--- config.mk ---
export PLATFORM = sky130hd
export DESIGN_NAME = bat_memory_unit
export DESIGN_NICKNAME = d
export VERILOG_FILES = /design/src/rtl/bat_memory_unit.sv
export SDC_FILE = /design/constraint.sdc
export NUM_CORES = 2
export LEC_CHECK = 0
export ABC_AREA = 1
export CAP_MARGIN = 5
export CELL_PAD_IN_SITES_DETAIL_PLACEMENT = 2
export CELL_PAD_IN_SITES_GLOBAL_PLACEMENT = 2
export CORE_UTILIZATION = 45
export DETAILED_ROUTE_END_ITERATION = 10
export PLACE_DENSITY_LB_ADDON = 0.1
export SYNTH_ARGS = -nofsm -noshare
export SYNTH_HDL_FRONTEND = slang
export SYNTH_SLANG_ARGS = --single-unit
export TNS_END_PERCENT = 30
--- constraint.sdc ---
create_clock -name CLK -period 5 [get_ports CLK]
set_clock_uncertainty 0.05 [all_clocks]
set_input_delay 1.5 -clock CLK [delete_from_list [all_inputs] [get_ports CLK]]
set_output_delay 1.5 -clock CLK [all_outputs]
set_load 0.01 [all_outputs]
--- src/rtl/bat_memory_unit.sv ---
// Memory responder for the BatAmateur control-strobe bus: MAR plus RAM driven by
// the controller's strobes, with a byte-stream boot loader that packs pairs of
// bytes (high first) into RAM words while the CPU is held off the bus.
module bat_memory_unit #(
  parameter int DATA_W = 16,
  parameter int ADDR_W = 8
) (
  input  logic              CLK,
  input  logic              RST,
  input  logic              MAR_LOAD,
  input  logic              MAR_EN,
  input  logic              RAM_RW,
  input  logic              RAM_EN,
  input  logic [DATA_W-1:0] BUS_IN,
  output logic [DATA_W-1:0] BUS_OUT,
  output logic              BUS_OE,
  input  logic              LD_MODE,
  input  logic              LD_VALID,
  input  logic [7:0]        LD_DATA,
  output logic              LD_READY,
  output logic [ADDR_W:0]   LD_WORDS,
  output logic              LD_WRAP,
  output logic              ERR_CONFLICT
);

  localparam int DEPTH = 1 << ADDR_W;
  localparam logic [ADDR_W:0] WORDS_MAX = {1'b1, {ADDR_W{1'b0}}};

  typedef enum logic [1:0] {LD_IDLE, LD_HI, LD_LO, LD_WR} ld_state_t;

  logic [DATA_W-1:0] mem [DEPTH];
  logic [ADDR_W-1:0] mar;
  logic [ADDR_W-1:0] ld_addr;
  logic [7:0]        hi_byte;
  logic [7:0]        lo_byte;
  ld_state_t         ld_state;
  ld_state_t         ld_state_nxt;

  logic              cpu_access;
  logic              cpu_rd;
  logic              cpu_wr;
  logic              ld_hs;
  logic              ld_wr;
  logic              err_set;
  logic [DATA_W-1:0] bus_val;

  // CPU strobes only count outside loader mode and outside reset.
  assign cpu_access = RST & ~LD_MODE & RAM_EN & MAR_EN;
  assign cpu_rd     = cpu_access & RAM_RW;
  assign cpu_wr     = cpu_access & ~RAM_RW;

  assign LD_READY = (ld_state == LD_HI) || (ld_state == LD_LO);
  assign ld_hs    = LD_MODE & LD_VALID & LD_READY;
  assign ld_wr    = LD_MODE & (ld_state == LD_WR);

  // Illegal combinations: any CPU strobe while the loader owns RAM, or a write
  // racing a MAR load (the write still lands at the old MAR).
  assign err_set = LD_MODE ? (RAM_EN | MAR_LOAD) : (cpu_wr & MAR_LOAD);

  // Zero-latency read port onto the shared bus; idle bus value is zero.
  always_comb begin
    // NOTE: every always_comb output gets a default first so no path can infer a latch.
    BUS_OE  = cpu_rd;
    BUS_OUT = '0;
    if (cpu_rd) BUS_OUT = mem[mar];
  end

  // While we drive the bus, the bus value is our own read data; that is what
  // makes read + MAR_LOAD an indirect address step.
  assign bus_val = cpu_rd ? BUS_OUT : BUS_IN;

  // Loader next-state; a low LD_MODE aborts from any state.
  always_comb begin
    ld_state_nxt = ld_state;
    case (ld_state)
      LD_IDLE: if (LD_MODE) ld_state_nxt = LD_HI;
      LD_HI:   if (ld_hs) ld_state_nxt = LD_LO;
      LD_LO:   if (ld_hs) ld_state_nxt = LD_WR;
      LD_WR:   ld_state_nxt = LD_HI;
      default: ld_state_nxt = LD_IDLE;
    endcase
    if (!LD_MODE) ld_state_nxt = LD_IDLE;
  end

  // Control state: MAR, loader FSM, loader counters and sticky flags.
  always_ff @(posedge CLK or negedge RST) begin
    // NOTE: state registers use non-blocking assignments so every flop sees pre-edge values.
    if (!RST) begin
      mar          <= '0;
      ld_state     <= LD_IDLE;
      ld_addr      <= '0;
      hi_byte      <= '0;
      lo_byte      <= '0;
      LD_WORDS     <= '0;
      LD_WRAP      <= 1'b0;
      ERR_CONFLICT <= 1'b0;
    end else begin
      ld_state <= ld_state_nxt;
      if (err_set) ERR_CONFLICT <= 1'b1;
      if (!LD_MODE && MAR_LOAD) mar <= bus_val[ADDR_W-1:0];

      if (ld_state == LD_IDLE && LD_MODE) begin
        ld_addr  <= '0;
        LD_WORDS <= '0;
        LD_WRAP  <= 1'b0;
      end
      if (ld_hs && ld_state == LD_HI) hi_byte <= LD_DATA;
      if (ld_hs && ld_state == LD_LO) lo_byte <= LD_DATA;
      if (ld_wr) begin
        ld_addr <= ld_addr + ADDR_W'(1);
        if (ld_addr == {ADDR_W{1'b1}}) LD_WRAP <= 1'b1;
        if (LD_WORDS != WORDS_MAX) LD_WORDS <= LD_WORDS + (ADDR_W+1)'(1);
      end
    end
  end

  // RAM write port shared by the loader and the CPU; the two never overlap
  // because LD_MODE selects exactly one owner.
  always_ff @(posedge CLK) begin
    // NOTE: RAM has no reset; contents survive RST and only the control state is cleared.
    if (ld_wr)       mem[ld_addr] <= DATA_W'({hi_byte, lo_byte});
    else if (cpu_wr) mem[mar]     <= bus_val;
  end

endmodule
# Word level (Yosys, flattened, before mapping)
# Memories as Yosys holds them, arrays and structs flattened.
# Index checks and enable logic that the tools add are counted.
[word_totals]
register_bits = 45
latchBits = 0
mem_bits_rw = 4096
rom_bits = 0
wordCells = 64
mem_count = 1
[op_classes]
n_addsub = 2
multipliers = 0
div_mod_pow = 0
magnitude_cmp = 0
eq_ne = 7
n_shift = 0
muxes = 23
bitwise_logic = 12
reduce_logical = 11
[memory_table]
columns = ["memory", "depth", "word_bits", "rd", "rd_clocked_by_memory_dff", "wr", "line_no", "text"]
rows = [
  ["mem", 256, 16, 1, 0, 1, "31", "logic [DATA_W-1:0] mem [DEPTH];"],
]
[ops]
columns = ["op", "count"]
rows = [
  ["$mux W16", 3],
  ["$mux W9", 3],
  ["$mux W8", 3],
  ["$reduce_or A16 Y1", 1],
  ["$mux W1", 10],
  ["$add A9 B1 Y9 const B", 1],
  ["$and A1 B1 Y1", 9],
  ["$ne A9 B9 Y1 const B", 1],
  ["$add A8 B1 Y8 const B", 1],
  ["$eq A8 B8 Y1 const B", 1],
  ["$mux W2", 3],
  ["$ne A3 B3 Y1 const B", 2],
  ["$pmux W2 S3", 1],
  ["$eq A2 B2 Y1 const B", 2],
  ["$logic_and A1 B1 Y1", 4],
  ["$eq A2 B1 Y1 const B", 1],
  ["$logic_not A2 Y1", 1],
  ["$not A1 Y1", 2],
  ["$reduce_and A2 Y1", 1],
  ["$reduce_bool A2 Y1", 1],
  ["$reduce_or A2 Y1", 1],
  ["$logic_not A1 Y1", 1],
  ["$logic_or A1 B1 Y1", 1],
  ["$or A1 B1 Y1", 1],
]

# Depth between registers and ports, before layout
[logic_depth]
depth_word = 10
mapped_depth = 17
mapped_depth_nobuf = 13

# Worst setup path before layout
# No wires, ideal clock.
[synth_timing]
kind = "in2reg"
start = "input LD_MODE"
end = "memory mem[0][0] (data pin)"
setup_time_ps = 824
arrival_time_ps = 5168
t_required_ps = 4126
slack_ps = -1042
stages = 8
path_buffers = 2
path_cell_list = "buf_6 inv_2 nand4_4 nor2_8 inv_4 buf_2 nand2_1 nand2_1"
[synth_via]
elab_chain_len = 10
elab_cells_between_ends = 14
cone_classes = "mux: 6; bitwise: 7; reduce/logical: 1"
[synth_lines]
columns = ["item", "line_no", "text"]
rows = [
  ["from (decl)", "17", "input logic LD_MODE,"],
  ["$not A1 Y1", "48", "assign cpu_access = RST & ~LD_MODE & RAM_EN & MAR_EN;"],
  ["$and A1 B1 Y1 (3 in series)", "48", ""],
  ["$and A1 B1 Y1", "50", "assign cpu_wr = cpu_access & ~RAM_RW;"],
  ["$mux W1", "122", "else if (cpu_wr) mem[mar] <= bus_val;"],
  ["$mux W1", "121", "if (ld_wr) mem[ld_addr] <= DATA_W'({hi_byte, lo_byte});"],
  ["$mux W1 (not written as such)", "122", ""],
  ["$reduce_or A16 Y1 (no line)", "--", ""],
  ["$mux W16 (no line) (*)", "--", ""],
  ["to (decl)", "31", ""],
]
# Mark *: on every way between the ends. The rest lies on a longest branch, timed or not.

# Worst setup path after layout
[layout_timing]
start = "register mar[0]"
end = "output BUS_OUT[9]"
[layout_via]
elab_chain_len = 2
[layout_lines]
columns = ["item", "line_no", "text"]
rows = [
  ["from (decl)", "32", "logic [ADDR_W-1:0] mar;"],
  ["from (signal assigned)", "100", "if (!LD_MODE && MAR_LOAD) mar <= bus_val[ADDR_W-1:0];"],
  ["$mem_v2 Z256 W16", "--", ""],
  ["$mux W16", "65", "if (cpu_rd) BUS_OUT = mem[mar];"],
  ["to (decl)", "15", "output logic [DATA_W-1:0] BUS_OUT,"],
]
# Every way passes these cells.

==> flow_summary.html <==
<table>
<tr><th>Metric</th><th>Value</th></tr>
<tr><th colspan="2">Power and ir drop</th></tr>
<tr><td>Power Density</td><td>488 nW/um2</td></tr>
<tr><td>Combinational group share of total power</td><td>24.1%</td></tr>
<tr><td>Net switching component of the power</td><td>34.2 mW</td></tr>
<tr><td>Proportion of total power due to net switching</td><td>33.7%</td></tr>
<tr><td>Cell leakage power</td><td>72.9 nW</td></tr>
<tr><td>Worst vdd ir</td><td>0.563 mV</td></tr>
<tr><td>Sequential share of power</td><td>42.0%</td></tr>
<tr><td>Clock Power Share</td><td>33.8%</td></tr>
<tr><td>Internal power summed over all cells</td><td>67.3 mW</td></tr>
<tr><td>Final Total Pwr</td><td>102 mW</td></tr>
<tr><th colspan="2">Worst setup path</th></tr>
<tr><td>R2R Setup Slk</td><td>750 ps</td></tr>
<tr><td>Kind of launch point of the worst setup path</td><td>flop</td></tr>
<tr><td>Buffering stage count on the worst path with inverters included</td><td>8</td></tr>
<tr><td>Capture instance of the worst register-to-register path</td><td>mem[206][2]</td></tr>
<tr><td>List of cells traversed by the critical path</td><td>buf_4 &gt; buf_12 &gt; buf_12 &gt; buf_16 &gt; buf_8 &gt; o21ai_0 &gt; o22ai_1 &gt; nand2_1 &gt; nand3_1 &gt; nand3_2 &gt; nand2_1 &gt; a31oi_4 &gt; nor2_1 &gt; nor2_1 &gt; buf_4 &gt; nor2_4 &gt; buf_6 &gt; buf_6</td></tr>
<tr><td>Worst setup EP type</td><td>primary output</td></tr>
<tr><td>Category of cells accounting for the largest share of critical-path delay</td><td>buffers and inverters</td></tr>
<tr><td>Path depth of the worst reg2reg path</td><td>13</td></tr>
<tr><td>Worst reg2reg path startpoint</td><td>mar[0]</td></tr>
<tr><td>CP Class</td><td>reg2out</td></tr>
<tr><td>Arr. time, crit path</td><td>4350 ps</td></tr>
<tr><td>Worst EP required</td><td>3450 ps</td></tr>
<tr><td>Slowest cell delay on critical path</td><td>510 ps</td></tr>
<tr><td>CP Max Fanout</td><td>29</td></tr>
<tr><td>Standard cell with the maximum stage delay on the critical path</td><td>sky130_fd_sc_hd__dfrtp_4</td></tr>
<tr><th colspan="2">Cells and area</th></tr>
<tr><td>Total Nets Final</td><td>14500</td></tr>
<tr><td>Number of standard cells in the layout, taps in and fillers out</td><td>19600</td></tr>
<tr><td>Share of the core filled with cells</td><td>56.8%</td></tr>
<tr><td>Area growth from synthesis to layout</td><td>25.5%</td></tr>
<tr><td>Cell area after layout</td><td>208000 um2</td></tr>
<tr><td>Share of post-route cells with drive strength above 1</td><td>19.8%</td></tr>
<tr><th colspan="2">Logic synthesis</th></tr>
<tr><td>Synthesized-area fraction occupied by ao, oa, aoi and oai cells</td><td>5.25%</td></tr>
<tr><td>Most common flop cell mapped by yosys</td><td>sky130_fd_sc_hd__edfxtp_1</td></tr>
<tr><td>Post-synthesis cell type with the largest combined area</td><td>sky130_fd_sc_hd__edfxtp_1</td></tr>
<tr><td>Ranking of synthesized cells by instance count</td><td>sky130_fd_sc_hd__edfxtp_1 (4096), sky130_fd_sc_hd__nand2_1 (2713), sky130_fd_sc_hd__nand3_1 (2530), sky130_fd_sc_hd__nor2_1 (1334), sky130_fd_sc_hd__o21ai_0 (1048)</td></tr>
<tr><td>Share of the synthesized netlist area taken by xor and xnor gates</td><td>0.0211%</td></tr>
<tr><td>Netlist area before placement</td><td>166000 um2</td></tr>
<tr><td>Synthesized-area fraction occupied by and/or/nand/nor cells</td><td>17.0%</td></tr>
<tr><td>Main combinational cell family by area after synthesis</td><td>simple AND/OR/NAND/NOR gates</td></tr>
<tr><td>Ys async rst share</td><td>1.09%</td></tr>
<tr><td>Gate Count Post-Synth</td><td>13400</td></tr>
<tr><td>Largest cells by area after synthesis</td><td>sky130_fd_sc_hd__edfxtp_1 (74%), sky130_fd_sc_hd__nand3_1 (7.6%), sky130_fd_sc_hd__nand2_1 (6.1%), sky130_fd_sc_hd__o21ai_0 (3.2%), sky130_fd_sc_hd__nor2_1 (3.0%)</td></tr>
<tr><td>Net count after synthesis</td><td>13400</td></tr>
<tr><td>Most frequent cell after synthesis</td><td>sky130_fd_sc_hd__edfxtp_1</td></tr>
<tr><td>Average size of a mapped cell</td><td>12.4 um2</td></tr>
<tr><td>Sequential element share of the synthesized area</td><td>74.9%</td></tr>
<tr><td>Area share of the largest cell type after synthesis</td><td>74.2%</td></tr>
<tr><td>Number of enable-type register cells in the synthesized netlist</td><td>4096</td></tr>
<tr><td>Syn. warnings</td><td>0</td></tr>
<tr><td>Distinct cells, synth</td><td>42</td></tr>
<tr><td>Synthesis-stage register bit count</td><td>4141</td></tr>
<tr><td>Mux cell area share after synthesis</td><td>0.0544%</td></tr>
<tr><td>Synthesized-area fraction occupied by adder cells</td><td>0.0529%</td></tr>
<tr><th colspan="2">Timing</th></tr>
<tr><td>Slew at the pin closest to its max-slew limit</td><td>1360 ps</td></tr>
<tr><td>Final critical-path setup slack</td><td>-899 ps</td></tr>
<tr><td>Final setup violation count</td><td>16</td></tr>
<tr><td>Final period util</td><td>118%</td></tr>
<tr><td>Headroom to the max-slew limit</td><td>9.28%</td></tr>
<tr><td>Maximum clock frequency</td><td>170 MHz</td></tr>
<tr><td>Max-slew violation count</td><td>0</td></tr>
<tr><td>Clock period minus worst slack</td><td>5900 ps</td></tr>
<tr><td>Setup repair after global routing missed its margin</td><td>yes</td></tr>
<tr><td>Setup tns final</td><td>-12720 ps</td></tr>
<tr><td>Fin. Hold Viols</td><td>0</td></tr>
<tr><th colspan="2">Global route</th></tr>
<tr><td>GRT Overall Usage</td><td>41.1%</td></tr>
<tr><td>Via count of the first global-routing pass</td><td>139000</td></tr>
<tr><td>Number of antenna violations at the first check in global routing</td><td>38</td></tr>
<tr><td>Total gr overflow</td><td>0</td></tr>
<tr><td>Maximum number of pins on one net before global-route repair</td><td>102</td></tr>
<tr><td>Wire length of the first global-routing pass</td><td>1090 mm</td></tr>
<tr><th colspan="2">Min path</th></tr>
<tr><td>Type of the tightest min-delay check</td><td>reg2reg</td></tr>
<tr><td>Hold-critical path endpoint</td><td>ERR_CONFLICT</td></tr>
<tr><td>Hold Path Stages</td><td>1</td></tr>
<tr><td>Hold path startpoint</td><td>ERR_CONFLICT</td></tr>
<tr><th colspan="2">Floorplanning</th></tr>
<tr><td>Width of the chip</td><td>609 um</td></tr>
<tr><td>Count of boundary I/O pins</td><td>61</td></tr>
<tr><td>Initial cell density of the core</td><td>45.3%</td></tr>
<tr><td>Vertical die dimension</td><td>609 um</td></tr>
<tr><td>Number of rows in the core area</td><td>222</td></tr>
<tr><td>Die area</td><td>371000 um2</td></tr>
<tr><td>Core area</td><td>366000 um2</td></tr>
<tr><th colspan="2">Placement</th></tr>
<tr><td>Placed Instances</td><td>18600</td></tr>
<tr><td>IO Port Bufs</td><td>60</td></tr>
<tr><td>Cell area reported after detailed placement</td><td>183000 um2</td></tr>
<tr><td>Weighted congestion at the end of routability-driven global placement</td><td>0.874</td></tr>
<tr><td>Estimated wirelength of the detail-placed design</td><td>420 mm</td></tr>
<tr><th colspan="2">Clock tree</th></tr>
<tr><td>Latest clock arrival within the worst-skew pair</td><td>1050 ps</td></tr>
<tr><td>Clock-pin slew of the registers on the worst-case setup and hold paths</td><td>70 ps</td></tr>
<tr><td>Num Clock Sinks</td><td>4141</td></tr>
<tr><td>CTS hold repair buffers</td><td>0</td></tr>
<tr><td>CTS H-tree depth</td><td>5</td></tr>
<tr><td>CTS tree</td><td>done</td></tr>
<tr><td>Bufs on Longest Clock Path</td><td>4</td></tr>
<tr><td>Total clock buffers created by CTS</td><td>444</td></tr>
<tr><td>Root buf cell</td><td>sky130_fd_sc_hd__clkbuf_16</td></tr>
<tr><th colspan="2">Routing</th></tr>
<tr><td>Residual antenna-violating net count after detailed routing</td><td>0</td></tr>
<tr><td>Iteration count of the initial detailed-routing pass</td><td>6</td></tr>
<tr><td>DRT Wirelength</td><td>807 mm</td></tr>
<tr><td>Detailed-route via count</td><td>132000</td></tr>
<tr><td>Number of remaining DRC errors</td><td>0</td></tr>
<tr><td>Number of violations reported at the end of detailed-routing iteration 0</td><td>17300</td></tr>
<tr><td>Wire length per cell after detailed routing</td><td>41.1 um</td></tr>
<tr><td>Post-DR vias/cell</td><td>6.71</td></tr>
<tr><th colspan="2">Job</th></tr>
<tr><td>Total of max-cap violations</td><td>0</td></tr>
<tr><th colspan="2">Run status</th></tr>
<tr><td>Failing checks</td><td>negative setup slack</td></tr>
<tr><td>Result of the run</td><td>finished, violations left</td></tr>
</table>
-- worst max path at each step --
stage               slack [ps]  cells past startpoint          end  startpoint
floorplan                  560                      8    mem[0][0]     LD_MODE
global placement          -990                     17   BUS_OUT[5]      mar[0]
detailed placement       -1050                     17   BUS_OUT[5]      mar[0]
CTS                       -730                     17   BUS_OUT[1]      mar[0]
global route              -870                     16  BUS_OUT[11]      mar[1]
finish                    -900                     18   BUS_OUT[9]      mar[0]
-- worst register-to-register path: stages, from the launching register on --
cell and delay [ps]:
sky130_fd_sc_hd__dfrtp_4 510, sky130_fd_sc_hd__buf_4 180, sky130_fd_sc_hd__buf_6 130, sky130_fd_sc_hd__buf_12 150, sky130_fd_sc_hd__buf_6 150, sky130_fd_sc_hd__buf_4 140
sky130_fd_sc_hd__buf_4 200, sky130_fd_sc_hd__o21ai_2 420, sky130_fd_sc_hd__inv_1 160, sky130_fd_sc_hd__nor2_1 190, sky130_fd_sc_hd__inv_1 120, sky130_fd_sc_hd__nor2_1 390
sky130_fd_sc_hd__inv_1 170, sky130_fd_sc_hd__nor2_2 870
-- per-stage QoR --
stage                     setup slack, ps  hold slack (ps)
after floorplan                       563              399
after global placement               -991              416
after detailed placement            -1050              420
after CTS                            -725              467
after global routing                 -871              472
final                                -899              462
-- cells in the final DEF, fill, tap and decap left out, types with 11 or more instances in the layout --
cell	n
sky130_fd_sc_hd__clkbuf_1	88
sky130_fd_sc_hd__clkbuf_16	485
sky130_fd_sc_hd__nand3_2	421
sky130_fd_sc_hd__bufbuf_16	30
sky130_fd_sc_hd__nand2_1	2664
sky130_fd_sc_hd__o21ai_2	25
sky130_fd_sc_hd__nor2_1	1244
sky130_fd_sc_hd__diode_2	20
sky130_fd_sc_hd__nand3_1	1965
sky130_fd_sc_hd__o21ai_1	130
sky130_fd_sc_hd__nand2_2	54
sky130_fd_sc_hd__clkinv_2	82
sky130_fd_sc_hd__buf_6	121
sky130_fd_sc_hd__buf_16	89
sky130_fd_sc_hd__inv_2	11
sky130_fd_sc_hd__nor2_4	19
sky130_fd_sc_hd__edfxtp_1	4096
sky130_fd_sc_hd__o22ai_2	49
sky130_fd_sc_hd__o22ai_1	459
sky130_fd_sc_hd__clkdlybuf4s50_1	43
sky130_fd_sc_hd__dfrtp_1	39
sky130_fd_sc_hd__buf_8	45
sky130_fd_sc_hd__clkinv_1	128
sky130_fd_sc_hd__inv_1	73
sky130_fd_sc_hd__nor2_2	78
sky130_fd_sc_hd__buf_12	465
sky130_fd_sc_hd__buf_4	688
sky130_fd_sc_hd__a21oi_1	16
sky130_fd_sc_hd__o21ai_0	892
sky130_fd_sc_hd__bufinv_16	36
sky130_fd_sc_hd__nand3_4	145
-- kinds of logic after synthesis --
| family | Yosys count |
|---|---|
| AND/OR/NAND/NOR | 6611 |
| flip-flops | 4141 |
| AO/OA/AOI/OAI | 1594 |
| buffers and inverters | 1038 |
| multiplexers | 8 |
| adder cells (fa/ha/maj) | 7 |
| XOR/XNOR | 4 |
-- area by class of cell --
class	count	area, um2
Timing Repair inverter	1	16.3
Multi-Input combinational cell	8224	42200
Fill cell	32500	158000
Sequential cell	4141	124000
Clock buffer	543	11700
Timing Repair Buffer	1520	21200
Inverter	94	425
Antenna cell	20	50.0
Tap cell	4816	6030
Clock inverter	268	2260
-- state kept, by name, summed over array words and instances, names as in the netlist --
register      count
mem            4096
LD_WORDS          9
hi_byte           8
ld_addr           8
lo_byte           8
mar               8
ld_state          2
ERR_CONFLICT      1
LD_WRAP           1
-- layer usage --
layer  part of all wire, %  track usage [%]
met1                    35             49.7
met3                   9.2             6.70
met4                   7.9             27.4
met2                    48             67.9
met5                0.0066                0
-- power groups by stage --
| stage | combinational [mW] | sequential [mW] | clock [mW] |
|---|---|---|---|
| 6_report | 24.5 | 42.7 | 34.3 |
| 5_1_grt | 24.5 | 42.7 | 35.2 |
| 4_1_cts | 21.9 | 42.7 | 33.2 |
| 3_5_place_dp | 19.4 | 43.4 | 0 |
| 3_3_place_gp | 18.1 | 43.4 | 0 |
| 2_1_floorplan | 8.01 | 44.0 | 0 |
-- what timing repair did --
action                     4_1_cts  5_1_grt
pin swaps                      113      156
gates resized for setup        935      609
buffers inserted                98       71
setup endpoints to repair       16       16
cloned                          65       30
No activity file was read; power rests on OpenSTA's default activity.
